## src/rtl/vram_arbiter.sv

```systemverilog
// Shares one synchronous-read pixel RAM between the VGA fetch path and the CPU.
// VGA wins by default; a starvation counter forces a CPU slot and a one-entry buffer holds the displaced fetch.
module vram_arbiter #(
    parameter int ADDR_W     = 16,
    parameter int DATA_W     = 32,
    parameter int STARVE_MAX = 8
) (
    input  logic              clk,
    input  logic              rst,
    input  logic              vga_req,
    input  logic [ADDR_W-1:0] vga_addr,
    output logic [DATA_W-1:0] vga_rdata,
    output logic              vga_rvalid,
    output logic              vga_ovf,
    input  logic              cpu_req,
    input  logic              cpu_we,
    input  logic [ADDR_W-1:0] cpu_addr,
    input  logic [DATA_W-1:0] cpu_wdata,
    output logic [DATA_W-1:0] cpu_rdata,
    output logic              cpu_ready,
    output logic [ADDR_W-1:0] ram_addr,
    output logic              ram_we,
    output logic [DATA_W-1:0] ram_wdata,
    input  logic [DATA_W-1:0] ram_rdata
);

    typedef enum logic [1:0] {
        CPU_IDLE   = 2'd0,
        CPU_WAIT   = 2'd1,
        CPU_ISSUED = 2'd2,
        CPU_DONE   = 2'd3
    } cpu_state_t;

    typedef enum logic [1:0] {
        TAG_NONE = 2'd0,
        TAG_VGA  = 2'd1,
        TAG_CPU  = 2'd2
    } tag_t;

    localparam logic [7:0] STARVE_LIM = 8'(STARVE_MAX);

    cpu_state_t        cpu_state_q, cpu_state_d;
    logic [7:0]        starve_cnt_q, starve_cnt_d;
    logic              vbuf_valid_q, vbuf_valid_d;
    logic [ADDR_W-1:0] vbuf_addr_q, vbuf_addr_d;
    tag_t              tag_q, tag_d;
    logic [DATA_W-1:0] vga_rdata_q, vga_rdata_d;
    logic              vga_rvalid_q, vga_rvalid_d;
    logic [DATA_W-1:0] cpu_rdata_q, cpu_rdata_d;
    logic              vga_ovf_q, vga_ovf_d;

    logic cpu_wait;
    logic cpu_force;
    logic grant_cpu;
    logic grant_vbuf;
    logic grant_live;
    logic vga_drop;

    // Grant selection; nothing is granted while reset is held so no write can slip through.
    always_comb begin
        cpu_wait   = (cpu_state_q == CPU_WAIT);
        cpu_force  = cpu_wait && (starve_cnt_q == STARVE_LIM);
        grant_cpu  = 1'b0;
        grant_vbuf = 1'b0;
        grant_live = 1'b0;
        vga_drop   = 1'b0;
        if (!rst) begin
            if (cpu_force) begin
                grant_cpu = 1'b1;
                vga_drop  = vga_req && vbuf_valid_q;
            end else if (vbuf_valid_q) begin
                grant_vbuf = 1'b1;
            end else if (vga_req) begin
                grant_live = 1'b1;
            end else if (cpu_wait) begin
                grant_cpu = 1'b1;
            end
        end
    end

    always_comb begin
        ram_addr  = '0;
        ram_we    = 1'b0;
        ram_wdata = '0;
        if (grant_cpu) begin
            ram_addr = cpu_addr;
            ram_we   = cpu_we;
            if (cpu_we) begin
                ram_wdata = cpu_wdata;
            end
        end else if (grant_vbuf) begin
            ram_addr = vbuf_addr_q;
        end else if (grant_live) begin
            ram_addr = vga_addr;
        end
    end

    // A live fetch that loses either takes over the buffer slot or, if the slot is stuck, is dropped.
    always_comb begin
        vbuf_valid_d = vbuf_valid_q;
        vbuf_addr_d  = vbuf_addr_q;
        vga_ovf_d    = vga_ovf_q | vga_drop;
        if (grant_vbuf) begin
            vbuf_valid_d = vga_req;
            if (vga_req) begin
                vbuf_addr_d = vga_addr;
            end
        end else if (cpu_force && vga_req && !vbuf_valid_q && !rst) begin
            vbuf_valid_d = 1'b1;
            vbuf_addr_d  = vga_addr;
        end
    end

    always_comb begin
        tag_d = TAG_NONE;
        if (grant_vbuf || grant_live) begin
            tag_d = TAG_VGA;
        end else if (grant_cpu && !cpu_we) begin
            tag_d = TAG_CPU;
        end
        vga_rvalid_d = (tag_q == TAG_VGA);
        vga_rdata_d  = (tag_q == TAG_VGA) ? ram_rdata : vga_rdata_q;
        cpu_rdata_d  = (tag_q == TAG_CPU) ? ram_rdata : cpu_rdata_q;
    end

    always_comb begin
        cpu_state_d = cpu_state_q;
        case (cpu_state_q)
            CPU_IDLE:   if (cpu_req) cpu_state_d = CPU_WAIT;
            CPU_WAIT:   if (grant_cpu) cpu_state_d = CPU_ISSUED;
            CPU_ISSUED: cpu_state_d = CPU_DONE;
            CPU_DONE:   cpu_state_d = CPU_IDLE;
            default:    cpu_state_d = CPU_IDLE;
        endcase
    end

    always_comb begin
        starve_cnt_d = 8'd0;
        if (cpu_wait && !grant_cpu) begin
            starve_cnt_d = (starve_cnt_q == STARVE_LIM) ? starve_cnt_q : starve_cnt_q + 8'd1;
        end
    end

    always_ff @(posedge clk) begin
        if (rst) begin
            cpu_state_q  <= CPU_IDLE;
            starve_cnt_q <= 8'd0;
            vbuf_valid_q <= 1'b0;
            vbuf_addr_q  <= '0;
            tag_q        <= TAG_NONE;
            vga_rdata_q  <= '0;
            vga_rvalid_q <= 1'b0;
            cpu_rdata_q  <= '0;
            vga_ovf_q    <= 1'b0;
        end else begin
            cpu_state_q  <= cpu_state_d;
            starve_cnt_q <= starve_cnt_d;
            vbuf_valid_q <= vbuf_valid_d;
            vbuf_addr_q  <= vbuf_addr_d;
            tag_q        <= tag_d;
            vga_rdata_q  <= vga_rdata_d;
            vga_rvalid_q <= vga_rvalid_d;
            cpu_rdata_q  <= cpu_rdata_d;
            vga_ovf_q    <= vga_ovf_d;
        end
    end

    assign vga_rdata  = vga_rdata_q;
    assign vga_rvalid = vga_rvalid_q;
    assign vga_ovf    = vga_ovf_q;
    assign cpu_rdata  = cpu_rdata_q;
    assign cpu_ready  = (cpu_state_q == CPU_DONE);

endmodule

```

## config.mk

```make
export PLATFORM = sky130hd
export DESIGN_NAME = vram_arbiter
export DESIGN_NICKNAME = d
export VERILOG_FILES = /design/src/rtl/vram_arbiter.sv
export SDC_FILE = /design/constraint.sdc
export NUM_CORES = 1
export LEC_CHECK = 0
export BUFFER_PORTS_ARGS = -buffer_cell sky130_fd_sc_hd__buf_2
export CAP_MARGIN = 20
export CELL_PAD_IN_SITES_DETAIL_PLACEMENT = 1
export CELL_PAD_IN_SITES_GLOBAL_PLACEMENT = 1
export CORE_ASPECT_RATIO = 2
export CORE_MARGIN = 1.5
export CORE_UTILIZATION = 28
export CTS_CLUSTER_SIZE = 25
export DETAILED_ROUTE_END_ITERATION = 10
export PLACE_DENSITY = 0.79
export SKIP_CTS_REPAIR_TIMING = 1
export SYNTH_ARGS = -nofsm -noshare
export SYNTH_HDL_FRONTEND = slang
export SYNTH_SLANG_ARGS = --single-unit
```

## constraint.sdc

```tcl
create_clock -name clk -period 1.75 [get_ports clk]
set_input_delay 0.0875 -clock clk [delete_from_list [all_inputs] [get_ports clk]]
set_output_delay 0.0875 -clock clk [all_outputs]
set_load 0.005 [all_outputs]
```

==> out/results.tsv <==
metric	value	unit
vias	4779	
Hold Vio Cnt, Final	6	
P_sw	1.52	mW
Area after DPL	0.00563	mm²
root buffer cell	clkbuf_16	
clk sink count	95	
Slew Viols, Final	0	
Starting Density	0.288	
startpoint types	flop	
top_reg_cell synth	dfxtp_1	
Mapped Cells	541	
Arrival @ worst endpoint	2.10	ns
most frequent CP cell	buf_6	
CP Max Fanout	8	
Die X	89.1	µm
Switching Share	0.266	
Ports	217	
Via density	4.78	
Area Overhead vs Synth	65.7	%
Max Root-Sink Buffers	2	
layout cells sized above 1	0.447	
Post-DRT Antenna Nets	0	
gp weighted congestion	0.779	
clock skew	0.00958	ns
core area	0.0144	mm²
combinational power share	0.218	
Area contributors post-synth	dfxtp_1, nand2_1, a21oi_1, and2_1, o2bb2ai_1	
EDFF count, synth	0	
crit path cell chain	inv_2 -> ha_4 -> and4bb_1 -> a21oi_2 -> buf_4 -> nor3b_4 -> buf_6 -> clkbuf_16 -> and2_4 -> buf_6	
diode count	0	
GR Layer Usage met2	0.362	
Final Setup Violations	65	
Synth Warn #	0	
total global-route track usage	0.186	
Slowest-stage cell, CP	dfxtp_2	
crit end category	output pin	
number of buffers created by CTS	9	
Setup WS post-layout	-0.434	ns
area leader, netlist	dfxtp_1	
met1 Usage GRT	0.179	
I/O Buffers	216	
Die ar.	0.0156	mm²
Worst Tran Pin Value	0.924	ns
critical path type	reg2out	
initial antenna violation count	0	
area of the multi-input gates	0.00233	mm²
Remaining DRCs	0	
post-route cell area	0.00688	mm²
worst rel slew slack	0.384	
TritonCTS clock tree	done	
vias in the first global route	4437	
Post-DP HPWL	10900	µm
violated checks	negative hold slack, negative setup slack	
DR iter-0 viols	198	
post-synth top area share	0.458	
r2r setup slk	-0.24	ns
Max Clock Freq	458	MHz
Reg clk slew, reported paths	0.07	ns
hold_ws	-0.00767	ns
met3 usage	0.0354	
std cell rows	62	
WL per Instance	16.7	µm
largest net degree at the start of global routing	84	
htree depth	3	
first-pass GRT wire length	22200	µm
final WL	16700	µm
total congestion overflow	0	
VDD IR-drop max	0.394	mV
First-pass DRT Iterations	4	
status	finished with violations	
Final Cycle Share	1.25	
clock share of power	0.378	
sequential share of the synthesized area	0.458	
Synth Register Bits	95	
class of the worst hold path	in2reg	
mapped cell area	0.00415	mm²
Async SR Flop Fraction	0	
synth unique cells	36	
final setup TNS	-22.10	ns
pwr/cell area	831	mW/mm²
Int Pwr	4.19	mW
Static Leak	3.08	nW
required time of the critical path	1.66	ns
sequential power share	0.404	
Worst-Skew Late Latency	0.34	ns
die height	175	µm
syn_nets	648	
RSZ-0062 raised after global routing	true	
Synth top cells by count	nand2_1, a21oi_1, dfxtp_1	
Tmin final	2.18	ns
FF+latch area	0.00191	mm²
max-cap viol count	0	
Post-Syn Area per Cell	7.67	µm²
fillers	1807	
final core utilization	0.477	
fin nets	909	
most used routing layer	met2	
max incr delay on CP	0.32	ns
most numerous cell in the Yosys netlist	nand2_1	
-- metal layers --
layer	wire [µm]	vias up
met5	0	-
li1	-	2321
met3	734	26
met2	9780	159
met1	5760	2273
met4	407	0
-- critical path: cells and delay by family (launching register included) --
family,cells,cell delay [ns]
buffers and inverters,5,0.63
AND/OR/NAND/NOR,3,0.59
flip-flops,1,0.32
adder cells (fa/ha/maj),1,0.13
AO/OA/AOI/OAI,1,0.08
-- area by class of cell --
type / count / share of cell area
multi-input combinational: 402 / 0.339
inverter: 6 / 0.00328
timing repair buffer: 288 / 0.297
clock buffer: 10 / 0.0348
sequential: 95 / 0.278
clock inverter: 6 / 0.0133
tap: 192 / 0.0349
-- power by group through the flow --
stage                     combinational [mW]  clock, mW  sequential, mW
after floorplan                        0.446          0            2.37
after global placement                 0.933          0            2.35
after detailed placement               0.979          0            2.36
after CTS                              0.984       2.21            2.31
after global routing                    1.34       2.31            2.32
final                                   1.24       2.16            2.31
-- cell usage in the layout, fill, tap and decap left out, types with 2 or more instances in the layout --
cell type | Yosys | routed
inv_6 | 0 | 2
a21oi_1 | 99 | 94
ha_4 | 0 | 2
inv_2 | 0 | 3
and3_1 | 2 | 2
o2111a_2 | 1 | 2
bufinv_16 | 0 | 2
and2_4 | 0 | 31
nand3_1 | 23 | 22
o21ai_2 | 1 | 3
nor3_1 | 2 | 2
nor2b_2 | 0 | 2
buf_2 | 4 | 184
nor3b_1 | 2 | 2
clkbuf_16 | 0 | 14
dfxtp_1 | 95 | 87
buf_12 | 0 | 4
dlygate4sd3_1 | 0 | 20
xor2_1 | 5 | 5
buf_4 | 0 | 34
o21ai_1 | 10 | 9
nand2b_1 | 2 | 2
dfxtp_2 | 0 | 8
o2bb2ai_1 | 16 | 2
o2bb2ai_2 | 0 | 13
nor2_1 | 30 | 30
buf_6 | 1 | 41
o21a_1 | 2 | 2
a21oi_2 | 0 | 5
nand2_1 | 146 | 146
o21ai_0 | 9 | 7
inv_1 | 6 | 3
ha_1 | 6 | 4
-- logic make-up after synthesis --
| group | after synthesis | synth area share |
|---|---|---|
| and+or+nand+nor | 248 | 0.269 |
| adders and majority gates | 6 | 0.0181 |
| DFF | 95 | 0.458 |
| buffers and inverters | 45 | 0.0473 |
| xor gates and xnor gates | 6 | 0.0127 |
| AOI/OAI and AO/OA | 141 | 0.195 |
-- final timing paths --
path / from / to / cells past startpoint
max reg2reg: starve_cnt_q[1] / vbuf_addr_q[5] / 7
max: starve_cnt_q[1] / ram_wdata[15] / 10
min: ram_rdata[12] / cpu_rdata[12] / 3
min reg2reg: vga_rdata[26] / vga_rdata[26] / 2
-- per-stage QoR --
step | total power, mW | std cells | setup slack (ns) | hold slack, ns
4_1_cts | 5.50 | 961 | -0.477 | -0.0593
3_5_place_dp | 3.34 | 945 | -0.191 | 0.298
3_3_place_gp | 3.29 | 944 | -0.368 | 0.281
2_1_floorplan | 2.82 | 541 | -0.00869 | 0.167
6_report | 5.72 | 999 | -0.434 | -0.00767
5_1_grt | 5.98 | 999 | -0.510 | 0.00184
-- flip-flops by register name, indices dropped and copies added, names as in the netlist --
register	cells
cpu_rdata	32
vbuf_valid_q	1
cpu_state_q	2
starve_cnt_q	8
vga_rvalid	1
vbuf_addr_q	16
tag_q	2
vga_ovf	1
vga_rdata	32
Note: power is estimated with default switching activity, not from simulation.
